**src/rtl/tanh_act_pkg.sv**
```systemverilog
// Shared types and constant helpers for the fixed-point activation pipelines.
// Segment boundaries and offsets scale with the number of fractional bits.
package tanh_act_pkg;

    localparam logic MODE_PWL  = 1'b0;
    localparam logic MODE_HARD = 1'b1;

    // Per-sample flags carried from the segment stage to the output stage.
    typedef struct packed {
        logic sign;
        logic sat;
    } stage_flags_t;

    // Upper (exclusive) magnitude bound of PWL segment seg: one/2, one, 2*one.
    function automatic int seg_bound(input int frac_w, input int seg);
        case (seg)
            32'sd0:  return 32'sd1 <<< (frac_w - 32'sd1);
            32'sd1:  return 32'sd1 <<< frac_w;
            default: return 32'sd1 <<< (frac_w + 32'sd1);
        endcase
    endfunction

    // Additive offset of PWL segment seg: 0, one/4, 5*one/8, 13*one/16.
    function automatic int seg_offset(input int frac_w, input int seg);
        case (seg)
            32'sd0:  return 32'sd0;
            32'sd1:  return 32'sd1 <<< (frac_w - 32'sd2);
            32'sd2:  return 32'sd5 * (32'sd1 <<< (frac_w - 32'sd3));
            default: return 32'sd13 * (32'sd1 <<< (frac_w - 32'sd4));
        endcase
    endfunction

endpackage

```
**src/rtl/tanh_pwl_seg.sv**
```systemverilog
// Combinational segment select, shift-add and clamp on an unsigned magnitude.
// Hard mode clips to one; PWL mode follows a four-segment tanh approximation.
import tanh_act_pkg::*;

module tanh_pwl_seg #(
    parameter int DATA_W = 8,
    parameter int FRAC_W = 5
) (
    input  logic [DATA_W-1:0] mag,
    input  logic              mode,
    output logic [DATA_W-1:0] y,
    output logic              sat
);

    localparam logic [DATA_W:0] B0     = (DATA_W+1)'(seg_bound(FRAC_W, 32'sd0));
    localparam logic [DATA_W:0] ONE    = (DATA_W+1)'(seg_bound(FRAC_W, 32'sd1));
    localparam logic [DATA_W:0] B2     = (DATA_W+1)'(seg_bound(FRAC_W, 32'sd2));
    localparam logic [DATA_W:0] OFF1   = (DATA_W+1)'(seg_offset(FRAC_W, 32'sd1));
    localparam logic [DATA_W:0] OFF2   = (DATA_W+1)'(seg_offset(FRAC_W, 32'sd2));
    localparam logic [DATA_W:0] OFF3   = (DATA_W+1)'(seg_offset(FRAC_W, 32'sd3));
    localparam logic [DATA_W:0] ONE_M1 = ONE - {{DATA_W{1'b0}}, 1'b1};

    logic [DATA_W:0] mag_w_s;
    logic [DATA_W:0] y_raw_s;

    // Segment select and shift-add; the extra bit keeps the pre-clamp sum exact.
    always_comb begin
        mag_w_s = {1'b0, mag};
        y_raw_s = '0;
        sat     = 1'b0;
        y       = '0;
        if (mode == MODE_HARD) begin
            if (mag_w_s >= ONE) begin
                y_raw_s = ONE;
                sat     = 1'b1;
            end else begin
                y_raw_s = mag_w_s;
                sat     = 1'b0;
            end
            y = y_raw_s[DATA_W-1:0];
        end else begin
            if (mag_w_s < B0) begin
                y_raw_s = mag_w_s;
            end else if (mag_w_s < ONE) begin
                y_raw_s = (mag_w_s >> 3'd1) + OFF1;
            end else if (mag_w_s < B2) begin
                y_raw_s = (mag_w_s >> 3'd3) + OFF2;
            end else begin
                y_raw_s = (mag_w_s >> 3'd5) + OFF3;
                sat     = 1'b1;
            end
            if (y_raw_s > ONE_M1) begin
                y = ONE_M1[DATA_W-1:0];
            end else begin
                y = y_raw_s[DATA_W-1:0];
            end
        end
    end

endmodule

```
**src/rtl/tanh_pwl_pipe.sv**
```systemverilog
// Three-stage valid/ready tanh activation: |x| -> segment/clamp -> re-sign.
// Counts delivered saturated results for accuracy profiling.
import tanh_act_pkg::*;

module tanh_pwl_pipe #(
    parameter int DATA_W = 8,
    parameter int FRAC_W = 5,
    parameter int CNT_W  = 16
) (
    input  logic              clk,
    input  logic              rst_n,
    input  logic              mode,
    input  logic              in_valid,
    output logic              in_ready,
    input  logic [DATA_W-1:0] in_data,
    output logic              out_valid,
    input  logic              out_ready,
    output logic [DATA_W-1:0] out_data,
    input  logic              sat_clr,
    output logic [CNT_W-1:0]  sat_cnt
);

    logic              s1_v_r, s2_v_r, s3_v_r;
    logic              s1_sign_r, s1_mode_r;
    logic [DATA_W-1:0] s1_mag_r;
    stage_flags_t      s2_flags_r;
    logic [DATA_W-1:0] s2_y_r;
    logic              s3_sat_r;
    logic [DATA_W-1:0] out_data_r;
    logic [CNT_W-1:0]  sat_cnt_r;

    logic              s1_rdy_s, s2_rdy_s, s3_rdy_s;
    logic [DATA_W-1:0] in_mag_s;
    logic [DATA_W-1:0] seg_y_s;
    logic              seg_sat_s;

    // A stage may load when empty or when its contents move on this cycle.
    assign s3_rdy_s = !s3_v_r || out_ready;
    assign s2_rdy_s = !s2_v_r || s3_rdy_s;
    assign s1_rdy_s = !s1_v_r || s2_rdy_s;
    assign in_ready = s1_rdy_s;

    // The most negative input maps to 2^(DATA_W-1), still exact as unsigned.
    assign in_mag_s = in_data[DATA_W-1] ? (~in_data + {{(DATA_W-1){1'b0}}, 1'b1}) : in_data;

    tanh_pwl_seg #(
        .DATA_W (DATA_W),
        .FRAC_W (FRAC_W)
    ) u_seg (
        .mag  (s1_mag_r),
        .mode (s1_mode_r),
        .y    (seg_y_s),
        .sat  (seg_sat_s)
    );

    // Stage 1: capture sign, magnitude and mode of each accepted sample.
    always_ff @(posedge clk or negedge rst_n) begin
        if (!rst_n) begin
            s1_v_r    <= 1'b0;
            s1_sign_r <= 1'b0;
            s1_mode_r <= MODE_PWL;
            s1_mag_r  <= '0;
        end else if (s1_rdy_s) begin
            s1_v_r <= in_valid;
            if (in_valid) begin
                s1_sign_r <= in_data[DATA_W-1];
                s1_mode_r <= mode;
                s1_mag_r  <= in_mag_s;
            end
        end
    end

    // Stage 2: register the clamped magnitude result and its saturation flag.
    always_ff @(posedge clk or negedge rst_n) begin
        if (!rst_n) begin
            s2_v_r     <= 1'b0;
            s2_flags_r <= '0;
            s2_y_r     <= '0;
        end else if (s2_rdy_s) begin
            s2_v_r <= s1_v_r;
            if (s1_v_r) begin
                s2_flags_r.sign <= s1_sign_r;
                s2_flags_r.sat  <= seg_sat_s;
                s2_y_r          <= seg_y_s;
            end
        end
    end

    // Stage 3: restore the sign; holds steady while downstream stalls.
    always_ff @(posedge clk or negedge rst_n) begin
        if (!rst_n) begin
            s3_v_r     <= 1'b0;
            s3_sat_r   <= 1'b0;
            out_data_r <= '0;
        end else if (s3_rdy_s) begin
            s3_v_r <= s2_v_r;
            if (s2_v_r) begin
                s3_sat_r   <= s2_flags_r.sat;
                out_data_r <= s2_flags_r.sign ? (~s2_y_r + {{(DATA_W-1){1'b0}}, 1'b1}) : s2_y_r;
            end
        end
    end

    // Saturation counter: clear wins, otherwise count delivered saturated results.
    always_ff @(posedge clk or negedge rst_n) begin
        if (!rst_n) begin
            sat_cnt_r <= '0;
        end else if (sat_clr) begin
            sat_cnt_r <= '0;
        end else if (s3_v_r && out_ready && s3_sat_r && (sat_cnt_r != {CNT_W{1'b1}})) begin
            sat_cnt_r <= sat_cnt_r + {{(CNT_W-1){1'b0}}, 1'b1};
        end
    end

    assign out_valid = s3_v_r;
    assign out_data  = out_data_r;
    assign sat_cnt   = sat_cnt_r;

endmodule

```
**config.mk**
```make
export PLATFORM = sky130hd
export DESIGN_NAME = tanh_pwl_pipe
export DESIGN_NICKNAME = d
export VERILOG_FILES = /design/src/rtl/tanh_act_pkg.sv /design/src/rtl/tanh_pwl_seg.sv /design/src/rtl/tanh_pwl_pipe.sv
export SDC_FILE = /design/constraint.sdc
export NUM_CORES = 1
export LEC_CHECK = 0
export ABC_AREA = 1
export BUFFER_PORTS_ARGS = -buffer_cell sky130_fd_sc_hd__buf_2
export CORE_MARGIN = 4
export CORE_UTILIZATION = 34
export CTS_BUF_LIST = sky130_fd_sc_hd__clkbuf_8
export CTS_CLUSTER_DIAMETER = 40
export DETAILED_ROUTE_END_ITERATION = 6
export PLACE_DENSITY = 0.62
export REMOVE_ABC_BUFFERS = 1
export SLEW_MARGIN = 20
export SYNTH_ARGS = -nofsm -noshare
export SYNTH_HDL_FRONTEND = slang
export SYNTH_SLANG_ARGS = --single-unit
```
**constraint.sdc**
```tcl
create_clock -name clk -period 1.9 [get_ports clk]
set_clock_uncertainty 0.05 [all_clocks]
set_input_delay 0.38 -clock clk [delete_from_list [all_inputs] [get_ports clk]]
set_output_delay 0.38 -clock clk [all_outputs]
set_load 0.02 [all_outputs]
```
After elaboration in Yosys (flattened, before gate mapping)
Index checks and enable logic that the tools add are counted.
- multiply operators: 0
- equality and inequality tests: 1
- magnitude comparators: 5
- divide/modulo/power cells: 0
- $add $sub $neg: 6
- bitwise logic cells: 2
- reduce and logical (&&, ||, !) cells: 13
- shifts and indexed selects: 0
- muxes and demuxes: 16
- operator list (operator ; number):
    2-to-1 mux 8 bit ; 5
    2-to-1 mux 9 bit ; 4
    2-to-1 mux 16 bit ; 2
    adder 16 x 1 -> 16 bit (second input constant) ; 1
    adder 8 x 1 -> 8 bit (second input constant) ; 2
    inequality test 16 bit (second input constant) ; 1
    inverter 8 bit ; 2
    > comparator 9 x 5 -> 1 bit (second input constant) ; 1
    adder 7 x 4 -> 8 bit (second input constant) ; 1
    greater-or-equal comparator 8 x 6 -> 1 bit (second input constant) ; 1
    < comparator 8 x 5 -> 1 bit (second input constant) ; 1
    < comparator 8 x 6 -> 1 bit (second input constant) ; 1
    < comparator 8 x 7 -> 1 bit (second input constant) ; 1
    adder 3 x 5 -> 6 bit (second input constant) ; 1
    adder 5 x 5 -> 6 bit (second input constant) ; 1
    AND reduction 2 bit ; 3
    2-to-1 mux 1 bit ; 5
    logical AND 1 bit ; 3
    zero test 1 bit ; 3
    logical OR 1 bit ; 3
    nonzero test 2 bit ; 1
- memories kept: 0
- bits in latches: 0
- memory bits (writable): 0
- output and inout bits: 26
- register bits: 48
- memory bits (read-only): 0

Longest topological paths before layout
- depth in word-level cells: 8
- gate-level depth with buffers: 13
- depth with buffers taken out: 12

Modules after synthesis
From an unflattened synthesis, not the netlist that was laid out.
- cells, all modules: 433
- area total of the unflattened synthesis: 3075.4 um2
- by module, submodules not included (module ; sequential area each (um2) ; instances ; area each (um2) ; cells each):
    tanh_pwl_pipe ; 1201.2 ; 1 ; 2507.4 ; 327
    tanh_pwl_seg ; 0.0 ; 1 ; 568.0 ; 106

Least setup slack after synthesis
Ideal clock, no wire load.
- kind: reg2reg
- start point: register s1_mag_r[7]
- end point: register s2_y_r[1]
- cell stages (with the launch flop): 12
- setup slack: 0.150 ns
- arrival time: 1.577 ns
- required time: 1.727 ns
- path buffers: 0
- path through: dfrtp_1 -> inv_1 -> ha_1 -> inv_2 -> a21oi_4 -> nand2_1 -> nand2_1 -> nor2_2 -> nor2_4 -> nand3_1 -> nand2_1 -> a21oi_1
- cells in the longest elaborated chain, start to end: 8
- elaborated cells between the ends (all ways): 15
- ends and longest elaborated chain (what ; line ; source):
    from (decl) ; tanh_pwl_pipe.sv:25 ; logic [DATA_W-1:0] s1_mag_r;
    from (signal assigned) ; tanh_pwl_pipe.sv:68 ; s1_mag_r <= in_mag_s;
    < comparator 8 x 7 -> 1 bit (tied with other cells) ; tanh_pwl_seg.sv:46 ; end else if (mag_w_s < B2) begin
    2-to-1 mux 9 bit ; tanh_pwl_seg.sv:46 ;
    2-to-1 mux 9 bit ; tanh_pwl_seg.sv:44 ; end else if (mag_w_s < ONE) begin
    2-to-1 mux 9 bit ; tanh_pwl_seg.sv:42 ; if (mag_w_s < B0) begin
    2-to-1 mux 9 bit ; tanh_pwl_seg.sv:32 ; if (mode == MODE_HARD) begin
    > comparator 9 x 5 -> 1 bit ; tanh_pwl_seg.sv:52 ; if (y_raw_s > ONE_M1) begin
    2-to-1 mux 8 bit ; tanh_pwl_seg.sv:52 ;
    2-to-1 mux 8 bit * ; tanh_pwl_seg.sv:32 ;
    to (signal assigned) ; tanh_pwl_pipe.sv:84 ; s2_y_r <= seg_y_s;
    to (decl) ; tanh_pwl_pipe.sv:27 ; logic [DATA_W-1:0] s2_y_r;
Mark *: on every way between the ends. The rest lies on a longest branch, timed or not. The select of a mux whose other input is x is not followed.
A chain may end at the register's enable or synchronous reset.

Worst setup path in the final report
- start point: register sat_cnt_r[1], in the netlist sat_cnt[1]
- end point: register sat_cnt_r[3], in the netlist sat_cnt[3]
- cells in the longest elaborated chain, start to end: 3
- elaborated cells between the ends (all ways): 6
- ends and longest elaborated chain (what ; line ; source):
    from (decl) ; tanh_pwl_pipe.sv:30 ; logic [CNT_W-1:0] sat_cnt_r;
    from (signal assigned) ; tanh_pwl_pipe.sv:111 ; sat_cnt_r <= sat_cnt_r + {{(CNT_W-1){1'b0}}, 1'b1};
    adder 16 x 1 -> 16 bit or inequality test 16 bit (tied branches) ; tanh_pwl_pipe.sv:111, tanh_pwl_pipe.sv:110 ;
    2-to-1 mux 16 bit or logical AND 1 bit (tied branches) ; tanh_pwl_pipe.sv:110 ; end else if (s3_v_r && out_ready && s3_sat_r && (sat_cnt_r != {CNT_W{1'b1}})) begin
    2-to-1 mux 16 bit or nonzero test 2 bit (tied branches) ; -- ;
Parallel ways exist; a longest one is shown, timed or not. The select of a mux whose other input is x is not followed.

==> summary.md <==
| Metric | Value |
|---|---|
| DRT Wirelength | 6820 µm |
| CTS tree | yes |
| Initial antenna violation count | 0 |
| Die X | 100 µm |
| Post-synth cell types | 36 |
| Largest net degree at the start of global routing | 49 |
| Violations in the final reports | hold timing |
| Crit Path Category | flip-flop to flip-flop |
| P&R area growth vs syn | 20.8% |
| Critical path required time | 2.05 ns |
| Post-synth top flop | dfrtp_1 |
| Site row count | 33 |
| Worst-case vdd ir drop | 0.356 mV |
| Global-route wire length before repair | 11800 µm |
| Endpoint class of the critical path | flip-flop |
| Core area | 8220 µm² |
| DRC viols | 0 |
| Clock-pin slew on the worst setup and hold paths | 0.10 ns |
| CTS Hold Bufs | 0 |
| Worst slew pin tran | 0.352 ns |
| Drt wl/cell | 12.6 µm |
| Layout net count | 460 |
| Slew Limit Headroom | 76.3% |
| Worst-skew pair later-pin latency | 0.30 ns |
| Final Slew Violations | 0 |
| Sum Neg Setup Slack | 0 ns |
| Asr flop ratio synth | 100% |
| Initial Utilization | 35.1% |
| Post-synth EDFFs | 0 |
| Worst hold path type | input port to asynchronous set/reset pin |
| Grt ovf | 0 |
| Worst setup SP type | flip-flop |
| Final period util | 90.9% |
| Post-CTS setup buffers | 0 |
| Final setup viols | 0 |
| Final HPWL DP | 5320 µm |
| Final Instance Area | 3480 µm² |
| Status | finished with violations |
| Port buffer count | 39 |
| Total track usage | 14.4% |
| Die Area | 10000 µm² |
| CTS sink cnt | 48 |
| Post-Syn Area | 2880 µm² |
| Fin crit period | 1.73 ns |
| First DRT Iteration DRCs | 160 |
| Drt first pass iters | 4 |
| Crit Path Max Fanout | 7 |
| Via count | 2632 |
| Die Ht | 100 µm |
| GPL Wtd Cong | 0.901 |
| Layout cells sized above 1 | 20.9% |
| Fin Hold WS | -0.0144 ns |
| Dpl cell area | 3330 µm² |
| Worst EP arrival | 1.88 ns |
| # diodes | 0 |
| Fmax | 0.579 GHz |
| Root Buffer | clkbuf_8 |
| Sequential area share after synthesis | 41.6% |
| Post-DRT Antenna Nets | 0 |
| Synth Area per Inst | 7.67 µm² |
| H-tree Lvls | 2 |
| Syn Inst Count | 376 |
| Boundary Pins | 40 |
| Synthesis warning total | 0 |
| Vias in the first global route | 2481 |
| CTS buffer count | 5 |
| Leak | 0.00170 µW |
| Pwr Total | 3660 µW |
| Final Hold Vio Count | 7 |
| Clock Tree Buf Depth | 2 |
| PwrDens | 1050 nW/µm² |
| #FFs+latches synth | 48 |
| Max Cap Viol | 0 |
| Via-to-Cell Ratio | 4.87 |
[what timing repair did]
| item | 4_1_cts | 5_1_grt |
|---|---|---|
| resized for setup | 0 | 9 |
| hold endpoints to repair | 0 | 0 |
| endpoints found under the setup margin | 0 | 13 |
[report_power, final]
| group | leakage [µW] | switching (µW) | internal (µW) |
|---|---|---|---|
| Combinational | 0.00103 | 891 | 544 |
| Clock | 0.0000614 | 353 | 431 |
| Sequential | 0.000612 | 187 | 1260 |
[cell usage after synthesis (2+ instances only)]
library cell  count  share of area (%)
nand2_1         108                 14
dfrtp_1          48                 42
inv_1            37                4.8
nor2_1           34                4.4
o21ai_0          26                4.5
nand3_1          23                4.0
xor2_1           15                4.6
ha_1             11                4.8
a21oi_1           8                1.4
nand4_1           8                1.7
o31ai_1           8                2.1
o21ai_1           7                1.2
nor2_2            5                1.1
a31oi_1           4               0.87
o22ai_1           4               0.87
clkbuf_1          3               0.39
inv_2             3               0.39
nor3_2            3                1.0
nand2_2           2               0.43
nor3b_2           2               0.87
xnor2_1           2               0.61
[sequential cells by signal (all words and copies together) (netlist names)]
register	count
out_valid	1
s2_v_r	1
out_data	8
s1_mag_r	8
s1_sign_r	1
s2_y_r	8
s2_flags_r	2
s1_v_r	1
sat_cnt	16
s1_mode_r	1
s3_sat_r	1
[metal layers]
metal  vias to the layer above  GRT usage, %  routed length, µm
li1                       1349             -                  -
met1                      1220          20.9               3330
met2                        56          22.3               3030
met3                         7          2.57                383
met4                         0          3.42                 80
met5                         -             0                  0
[through the flow]
stage | instances | setup slack [ns] | util (%)
after floorplan | 370 | 0.0319 | -
after global placement | 533 | 0.162 | 40.5
after detailed placement | 533 | 0.116 | 40.5
after CTS | 541 | 0.0973 | 42.0
after global routing | 541 | -0.0179 | 42.4
final | 541 | 0.173 | 42.4
[kinds of logic (layout without fill, tap and decap cells)]
| kind of cell | after synthesis | after routing | share of synthesized area, % |
|---|---|---|---|
| compound gates | 60 | 60 | 12.0 |
| xor+xnor | 17 | 17 | 5.16 |
| fa+ha+maj | 11 | 11 | 4.77 |
| buf+inv | 47 | 107 | 6.55 |
| flops | 48 | 48 | 41.6 |
| mux | 1 | 1 | 0.390 |
| simple gates | 192 | 192 | 29.5 |
[critical path, stage by stage, from the launching register on]
cell and delay [ns]:
dfrtp_1 0.40, ha_1 0.23, nand3_1 0.14, nor2_2 0.16, nand3_2 0.13, nand2_4 0.13
buf_4 0.16, nor2_1 0.04, o21ai_1 0.12, nor2_1 0.05
[area by class of cell]
type | instances | area, µm²
timing repair buffer | 58 | 350
inverter | 41 | 154
sequential | 48 | 1200
clock inverter | 2 | 38.8
multi-input combinational | 281 | 1530
fill | 861 | 4730
clock buffer | 6 | 82.6
tap | 105 | 131
[cells in the final DEF, fill, tap and decap left out, drive strengths merged]
cell type,Yosys,routed
nor3b,3,3
nand2,110,110
nand4,8,8
xnor2,2,2
dfrtp,48,48
a31oi,4,4
o21bai,1,1
nor3,4,4
or2,1,1
bufinv,0,1
clkbuf,3,6
xor2,15,15
nand3,24,24
o31ai,8,8
inv,40,40
nor2,40,40
buf,3,58
o21ai,33,33
a21oi,9,9
clkinv,1,2
ha,11,11
and2,1,1
mux2,1,1
o211ai,1,1
o22ai,4,4
nor4,1,1
[path summary, 6_finish.rpt]
path | startpoint | endpoint | slack (ns) | depth (start not counted)
max | sat_cnt[1]$_DFFE_PN0P_ | sat_cnt[3]$_DFFE_PN0P_ | 0.17 | 9
min | rst_n | sat_cnt[5]$_DFFE_PN0P_ | -0.01 | 2
max reg2reg | sat_cnt[1]$_DFFE_PN0P_ | sat_cnt[3]$_DFFE_PN0P_ | 0.17 | 9
min reg2reg | out_data[7]$_DFFE_PN0P_ | out_data[7]$_DFFE_PN0P_ | 0.43 | 2
max in group asynchronous | rst_n | s2_y_r[5]$_DFFE_PN0P_ | 1.57 | 2
min in group clk | mode | s1_mode_r$_DFFE_PN0P_ | 0.26 | 3
(Power assumes the default switching activity.)
